[src/rtl/uart_tx_sched.sv]
// uart_tx_sched: round-robin arbiter sharing one UART_TX between
// several byte producers, with per-requester parity and start watchdog.
`timescale 1ns/1ps
module uart_tx_sched #(
  parameter int Data_WD   = 8,
  parameter int NUM_REQ   = 4,
  parameter int START_TMO = 4
) (
  input  logic                       CLK,
  input  logic                       RST,
  input  logic [NUM_REQ-1:0]         req_valid,
  input  logic [NUM_REQ*Data_WD-1:0] req_data,
  input  logic [NUM_REQ-1:0]         req_par_en,
  input  logic [NUM_REQ-1:0]         req_par_typ,
  output logic [NUM_REQ-1:0]         req_ack,
  output logic [Data_WD-1:0]         P_DATA,
  output logic                       Data_Valid,
  output logic                       PAR_EN,
  output logic                       PAR_TYP,
  input  logic                       busy,
  output logic [$clog2(NUM_REQ)-1:0] grant_id,
  output logic                       tmo_err
);

  localparam int IW = $clog2(NUM_REQ);
  localparam int CW = $clog2(START_TMO + 1);

  typedef enum logic [1:0] {
    IDLE,
    ISSUE,
    WAIT_HI,
    WAIT_LO
  } state_t;

  state_t        state;
  state_t        state_n;
  logic [IW-1:0] rr_ptr;
  logic [IW-1:0] win;
  logic [IW:0]   idx;
  logic          found;
  logic          grant;
  logic          tmo_hit;
  logic [CW-1:0] cnt;

  // search starts just after the last winner so it gets lowest priority
  always_comb begin
    win   = '0;
    found = 1'b0;
    idx   = '0;
    for (int off = 1; off <= NUM_REQ; off++) begin
      idx = {1'b0, rr_ptr} + (IW+1)'(off);
      if (idx >= (IW+1)'(NUM_REQ))
        idx = idx - (IW+1)'(NUM_REQ);
      if (!found && req_valid[idx[IW-1:0]]) begin
        found = 1'b1;
        win   = idx[IW-1:0];
      end
    end
  end

  always_comb begin
    state_n = state;
    grant   = 1'b0;
    tmo_hit = 1'b0;
    unique case (state)
      IDLE: begin
        if (!busy && found) begin
          grant   = 1'b1;
          state_n = ISSUE;
        end
      end
      ISSUE: state_n = WAIT_HI;
      WAIT_HI: begin
        if (busy) begin
          state_n = WAIT_LO;
        end else if (cnt == CW'(START_TMO - 1)) begin
          tmo_hit = 1'b1;
          state_n = IDLE;
        end
      end
      WAIT_LO: begin
        if (!busy)
          state_n = IDLE;
      end
      default: state_n = IDLE;
    endcase
  end

  always_ff @(posedge CLK or negedge RST) begin
    if (!RST)
      state <= IDLE;
    else
      state <= state_n;
  end

  always_ff @(posedge CLK or negedge RST) begin
    if (!RST) begin
      req_ack    <= '0;
      P_DATA     <= '0;
      Data_Valid <= 1'b0;
      PAR_EN     <= 1'b0;
      PAR_TYP    <= 1'b0;
      grant_id   <= IW'(NUM_REQ - 1);
      rr_ptr     <= IW'(NUM_REQ - 1);
      tmo_err    <= 1'b0;
      cnt        <= '0;
    end else begin
      req_ack    <= '0;
      Data_Valid <= 1'b0;
      tmo_err    <= tmo_hit;
      if (grant) begin
        P_DATA   <= req_data[win*Data_WD +: Data_WD];
        PAR_EN   <= req_par_en[win];
        PAR_TYP  <= req_par_typ[win];
        grant_id <= win;
        req_ack  <= NUM_REQ'(1) << win;
      end
      if (state == ISSUE) begin
        Data_Valid <= 1'b1;
        rr_ptr     <= grant_id;
        cnt        <= '0;
      end
      if (state == WAIT_HI && !busy)
        cnt <= cnt + 1'b1;
    end
  end

endmodule

[config.mk]
export PLATFORM = sky130hd
export DESIGN_NAME = uart_tx_sched
export DESIGN_NICKNAME = d
export VERILOG_FILES = /design/src/rtl/uart_tx_sched.sv
export SDC_FILE = /design/constraint.sdc
export NUM_CORES = 1
export LEC_CHECK = 0
export BUFFER_PORTS_ARGS = -buffer_cell sky130_fd_sc_hd__buf_4
export CAP_MARGIN = 30
export CORE_UTILIZATION = 35
export DETAILED_ROUTE_END_ITERATION = 8
export HOLD_SLACK_MARGIN = 0.08
export PLACE_DENSITY = 0.69
export SETUP_SLACK_MARGIN = 0.02
export SYNTH_ARGS = -nofsm -noshare
export SYNTH_HDL_FRONTEND = slang
export SYNTH_SLANG_ARGS = --single-unit
[constraint.sdc]
create_clock -name CLK -period 3.2 [get_ports CLK]
set_clock_uncertainty 0.2 [all_clocks]
set_input_delay 0.64 -clock CLK [delete_from_list [all_inputs] [get_ports CLK]]
set_output_delay 0.64 -clock CLK [all_outputs]
set_load 0.005 [all_outputs]
-- Word-level counts from Yosys, hierarchy flattened
Cells that the tools add are included.
- register bits: 25
- latch bits: 0
- memory bits (writable): 0
- memory bits (read-only): 0
- input bits: 47
- output and inout bits: 18
- word-level logic and storage cells: 87
- memories kept: 0
- add/subtract/negate cells: 9
- multipliers: 0
- div/mod/pow operators: 0
- $lt $le $gt $ge: 9
- equality and inequality tests: 7
- shift-type cells: 2
- mux-type cells: 38
- bitwise gates (word level): 0
- reductions and logical operators: 12
- operators by type and width (kind ; count):
    $shiftx 32x6->8 ; 1
    $mux 2 ; 12
    $mux 1 ; 16
    $lt 2x3->1 const B ; 5
    $bmux 1 s2 ; 6
    $ge 3x3->1 const B ; 4
    $pmux 2 s4 ; 1
    $sub 2x1->2 const B ; 4
    $add 2x2->3 const B ; 2
    $mux 3 ; 2
    $logic_and 1x1->1 ; 5
    $eq 2x2->1 const B ; 2
    $logic_not 1->1 ; 4
    $mux 4 ; 1
    $ne 2x2->1 const B ; 2
    $shl 1x2->4 const A ; 1
    $add 2x1->3 const B ; 1
    $add 2x3->3 const B ; 1
    $add 3x1->3 const B ; 1
    $eq 3x2->1 const B ; 1
    $ne 3x3->1 const B ; 1
    $reduce_and 3->1 ; 1
    $eq 2x1->1 const B ; 1
    $logic_not 2->1 ; 1
    $reduce_bool 2->1 ; 1

-- Logic depth before layout (Yosys ltp)
- word-level depth: 19
- gate-level depth with buffers: 8

-- Worst setup path before layout
OpenSTA, ideal clock, no wires.
- path kind: input to register
- from: input req_valid[0]
- to: register P_DATA[4]
- setup time: 0.126 ns
- arrival time: 1.962 ns
- setup slack: 0.912 ns
- stages on the path: 7
- buffers on the path: 2
- cell sequence: and2b_1 > a21oi_1 > o221a_1 > buf_6 > buf_12 > mux2_4 > a221o_1
- longest elaborated chain between the ends: 15
- RTL lines (item ; line ; text):
    from (decl) ; 11 ; input logic [NUM_REQ-1:0] req_valid,
    branches (longest 15 deep; another with $bmux 1 s2) ; n/a ;
    to (signal assigned) ; 112 ; P_DATA <= req_data[win*Data_WD +: Data_WD];
    to (decl) ; 16 ; output logic [Data_WD-1:0] P_DATA,
Several ways; the timed one is not identified. The select of a mux whose other input is x is not followed.
A chain may end at the register's enable or synchronous reset.

-- Worst setup path after layout
- from: register rr_ptr[1]
- to: register P_DATA[3]
- longest elaborated chain between the ends: 18
- RTL lines (item ; line ; text):
    from (decl) ; 37 ; logic [IW-1:0] rr_ptr;
    from (signal assigned) ; 104 ; rr_ptr <= IW'(NUM_REQ - 1);
    from (signal assigned) ; 120 ; rr_ptr <= grant_id;
    branches (longest 18 deep; another with $add 2x1->3) ; n/a ;
Several ways; the timed one is not identified. The select of a mux whose other input is x is not followed.

==> flow_summary.rst <==
.. list-table::
   :header-rows: 1

   * - Metric
     - Value
   * - Sum of negative setup slack
     - 0 ns
   * - Total global routing overflow
     - 0
   * - TritonCTS sink count
     - 25
   * - Commonest cells post-synth
     - sky130_fd_sc_hd__dfrtp_1, sky130_fd_sc_hd__nand3_1, sky130_fd_sc_hd__mux2i_1
   * - Slew HR
     - 59.1%
   * - Total via count after detailed routing
     - 1,251
   * - Gp weighted congestion
     - 0.721
   * - Setup slack after layout
     - 0.915 ns
   * - Setup violations, final
     - 0
   * - Count of H-tree levels built during CTS
     - 1
   * - Number of placed cells counting well taps
     - 241
   * - Sort of element at the end of the critical path
     - register
   * - Type of origin of the critical path
     - register
   * - Number of distinct standard cells referenced by the synthesized netlist
     - 30
   * - Post-CTS setup buffer count
     - 0
   * - Number of antenna diodes
     - 0
   * - Final count of pins violating max slew
     - 0
   * - Number of buffers inserted for hold repair after clock tree synthesis
     - 1
   * - DPL Wire Length
     - 2600 microns
   * - Count of port buffers added during placement
     - 64
   * - Dominant cell by count in the synthesized netlist
     - sky130_fd_sc_hd__dfrtp_1
   * - Worst-Margin Slew
     - 0.612 ns
   * - First-pass GRT wire length
     - 5660 microns
   * - Biggest area contributors in the synthesized netlist
     - sky130_fd_sc_hd__dfrtp_1, sky130_fd_sc_hd__mux2i_1, sky130_fd_sc_hd__dfstp_2
   * - Detailed-route vias per instance
     - 5.09
   * - Proportion of synthesized area in mux cells
     - 18.1%
   * - Register area share after synthesis
     - 43.9%
   * - Die area
     - 4360 sq um
   * - Combined area of all synthesized cells
     - 1440 sq um
   * - CORE AREA
     - 3800 sq um
   * - Req. time, crit path
     - 3.16 ns
   * - Fmax achieved
     - 438 MHz
   * - Core Util, Final
     - 52.9%
   * - Overall Power
     - 1.44 mW
   * - Maximum net fanout on the critical path
     - 25
   * - Path type of the worst setup path
     - reg2reg
   * - Wire length per cell
     - 13.6 microns
   * - Synthesized-area fraction occupied by ao, oa, aoi and oai cells
     - 14.6%
   * - Status
     - completed
   * - TritonCTS clock tree
     - built
   * - Net Count, Synth
     - 183
   * - Via count of the first global-routing pass
     - 1,243
   * - Detailed Route WL
     - 3350 microns
   * - Number of hold violations in the final report
     - 0
   * - Maximum number of pins on one net before global-route repair
     - 26
   * - Total routing usage reported by global routing
     - 17.2%
   * - RSZ-0062 raised after global routing
     - no
   * - Hold WC Path Type
     - reg2reg
   * - CTS-repair resized insts
     - 0
   * - Final clock period utilization by the worst path
     - 71.4%
   * - DRC marker count from the first detailed-route iteration
     - 35
   * - Final antenna-violating net count
     - 0
   * - Number of rows in the core area
     - 22
   * - Inserted Clock Buffers
     - 3
   * - Number of enable flip-flop cells after synthesis
     - 0
   * - CTS root buffer
     - sky130_fd_sc_hd__clkbuf_8
   * - Max Cap Viol
     - 0
   * - Synthesized-area fraction occupied by adder cells
     - 1.74%
   * - Leakage
     - 0.966 nW
   * - Worst slack after detailed placement
     - 0.676 ns
   * - Data arrival time of the critical path
     - 2.24 ns
   * - Dominant synthesized flop cell
     - sky130_fd_sc_hd__dfrtp_1
   * - DRC viols
     - 0
   * - Count of TritonRoute iterations in the first routing pass
     - 4
   * - Proportion of register bits with asynchronous set or reset after synthesis
     - 100%
   * - Layout cells sized above 1
     - 46.0%
   * - Time the final worst path needs with I/O delays and setup
     - 2.29 ns
   * - Largest area contributor in the synthesized netlist
     - sky130_fd_sc_hd__dfrtp_1
   * - Max rail drop VDD
     - 0.242 mV
   * - I/O pins
     - 65
   * - Effective utilization at floorplan
     - 37.8%
   * - PwrDens
     - 718 nW/um^2
   * - Yosys warning count
     - 0
   * - Average footprint of a synthesized cell
     - 10.7 sq um
   * - Main combinational cell family by area after synthesis
     - multiplexers
   * - Xor-xnor portion of the synthesized cell area
     - 0%
   * - Die span in y
     - 66.1 microns
   * - Maximum clock insertion buffer count
     - 2
   * - Clock network latency to the later pin of the worst-skew pair
     - 0.26 ns
   * - Yosys top cell area share
     - 36.6%
   * - Flops & latches, synth
     - 25
   * - Count of placed standard cells in the final layout, fillers left out
     - 246
   * - Clock edge transition at the registers on the reported setup and hold paths
     - 0.08 ns
   * - Antenna violations before repair
     - 0
   * - Net count, final
     - 248
   * - Post-Synth Simple-Gate Area
     - 16.3%
   * - Area growth syn-to-layout
     - 40.0%
   * - Width of the die
     - 66.1 microns
   * - Post-Syn Instances
     - 134
power breakdown:
part | switching, mW | internal [mW]
clock | 0.0933 | 0.0870
sequential | 0.105 | 0.458
combinational | 0.303 | 0.399
total | 0.500 | 0.944
cell usage in the layout, fill, tap and decap left out, types with 3 or more instances in the layout:
cell | Yosys | layout
sky130_fd_sc_hd__nand2_1 | 9 | 9
sky130_fd_sc_hd__nand3_1 | 20 | 20
sky130_fd_sc_hd__mux2_2 | 8 | 8
sky130_fd_sc_hd__clkbuf_8 | 0 | 3
sky130_fd_sc_hd__dfrtp_1 | 21 | 21
sky130_fd_sc_hd__a221o_1 | 10 | 10
sky130_fd_sc_hd__dfstp_2 | 4 | 4
sky130_fd_sc_hd__mux2_4 | 4 | 4
sky130_fd_sc_hd__buf_4 | 0 | 67
sky130_fd_sc_hd__a21oi_1 | 3 | 3
sky130_fd_sc_hd__nor2_1 | 6 | 6
sky130_fd_sc_hd__inv_1 | 3 | 3
sky130_fd_sc_hd__o21ai_0 | 5 | 5
sky130_fd_sc_hd__mux2i_1 | 11 | 11
per-stage QoR:
| step | hold WS (ns) | cell area [sq um] |
|---|---|---|
| 2_1_floorplan | 0.144 | 1440 |
| 3_3_place_gp | 0.286 | 1950 |
| 3_5_place_dp | 0.307 | 1950 |
| 4_1_cts | 0.329 | 2010 |
| 5_1_grt | 0.355 | 2010 |
| 6_report | 0.326 | 2010 |
logic make-up after synthesis:
| kind of cell | count (synthesis) |
|---|---|
| flops | 25 |
| compound gates | 25 |
| buf+inv | 12 |
| simple gates | 47 |
| fa+ha+maj | 2 |
| mux | 23 |
area by class of cell:
cell class / count / area, sq um
Clock buffer: 3 / 41.3
Clock inverter: 1 / 5.00
Fill cell: 339 / 1790
Inverter: 3 / 11.3
Multi-Input combinational cell: 97 / 729
Sequential cell: 25 / 631
Tap cell: 48 / 60.1
Timing Repair Buffer: 69 / 533
flip-flops by register name, summed over array words and instances, names as in the netlist:
| name | cells |
|---|---|
| state | 2 |
| cnt | 3 |
| grant_id | 2 |
| Data_Valid | 1 |
| req_ack | 4 |
| P_DATA | 8 |
| rr_ptr | 2 |
| PAR_EN | 1 |
| tmo_err | 1 |
| PAR_TYP | 1 |
path summary, 6_finish.rpt:
| kind | start | end | slack (ns) | depth (start not counted) |
|---|---|---|---|---|
| setup reg to reg | rr_ptr[1] | P_DATA[3] | 0.91 | 5 |
| max in group asynchronous | RST | rr_ptr[0] | 1.92 | 2 |
| setup / recovery | rr_ptr[1] | P_DATA[3] | 0.91 | 5 |
| min in group asynchronous | RST | cnt[1] | 0.60 | 2 |
| hold / removal | grant_id[0] | grant_id[0] | 0.33 | 2 |
| hold reg to reg | grant_id[0] | grant_id[0] | 0.33 | 2 |
routing by layer:
metal  wire [microns]  part of all wire [%]  vias to the layer above  GRT usage (%)
li1                 -                     -                      620              -
met1             1460                    44                      575           21.6
met2             1660                    49                       52           28.6
met3              199                   5.9                        4           4.66
met4               31                  0.93                        0           5.59
met5                0                     0                        -              0
critical path, cell delays in order (launching register included):
cell and delay [ns]:
sky130_fd_sc_hd__dfstp_2 0.61, sky130_fd_sc_hd__mux2i_1 0.22, sky130_fd_sc_hd__o221a_1 0.26, sky130_fd_sc_hd__buf_12 0.20, sky130_fd_sc_hd__mux2_2 0.36, sky130_fd_sc_hd__a221o_1 0.31
No activity file was read; power rests on OpenSTA's default activity.
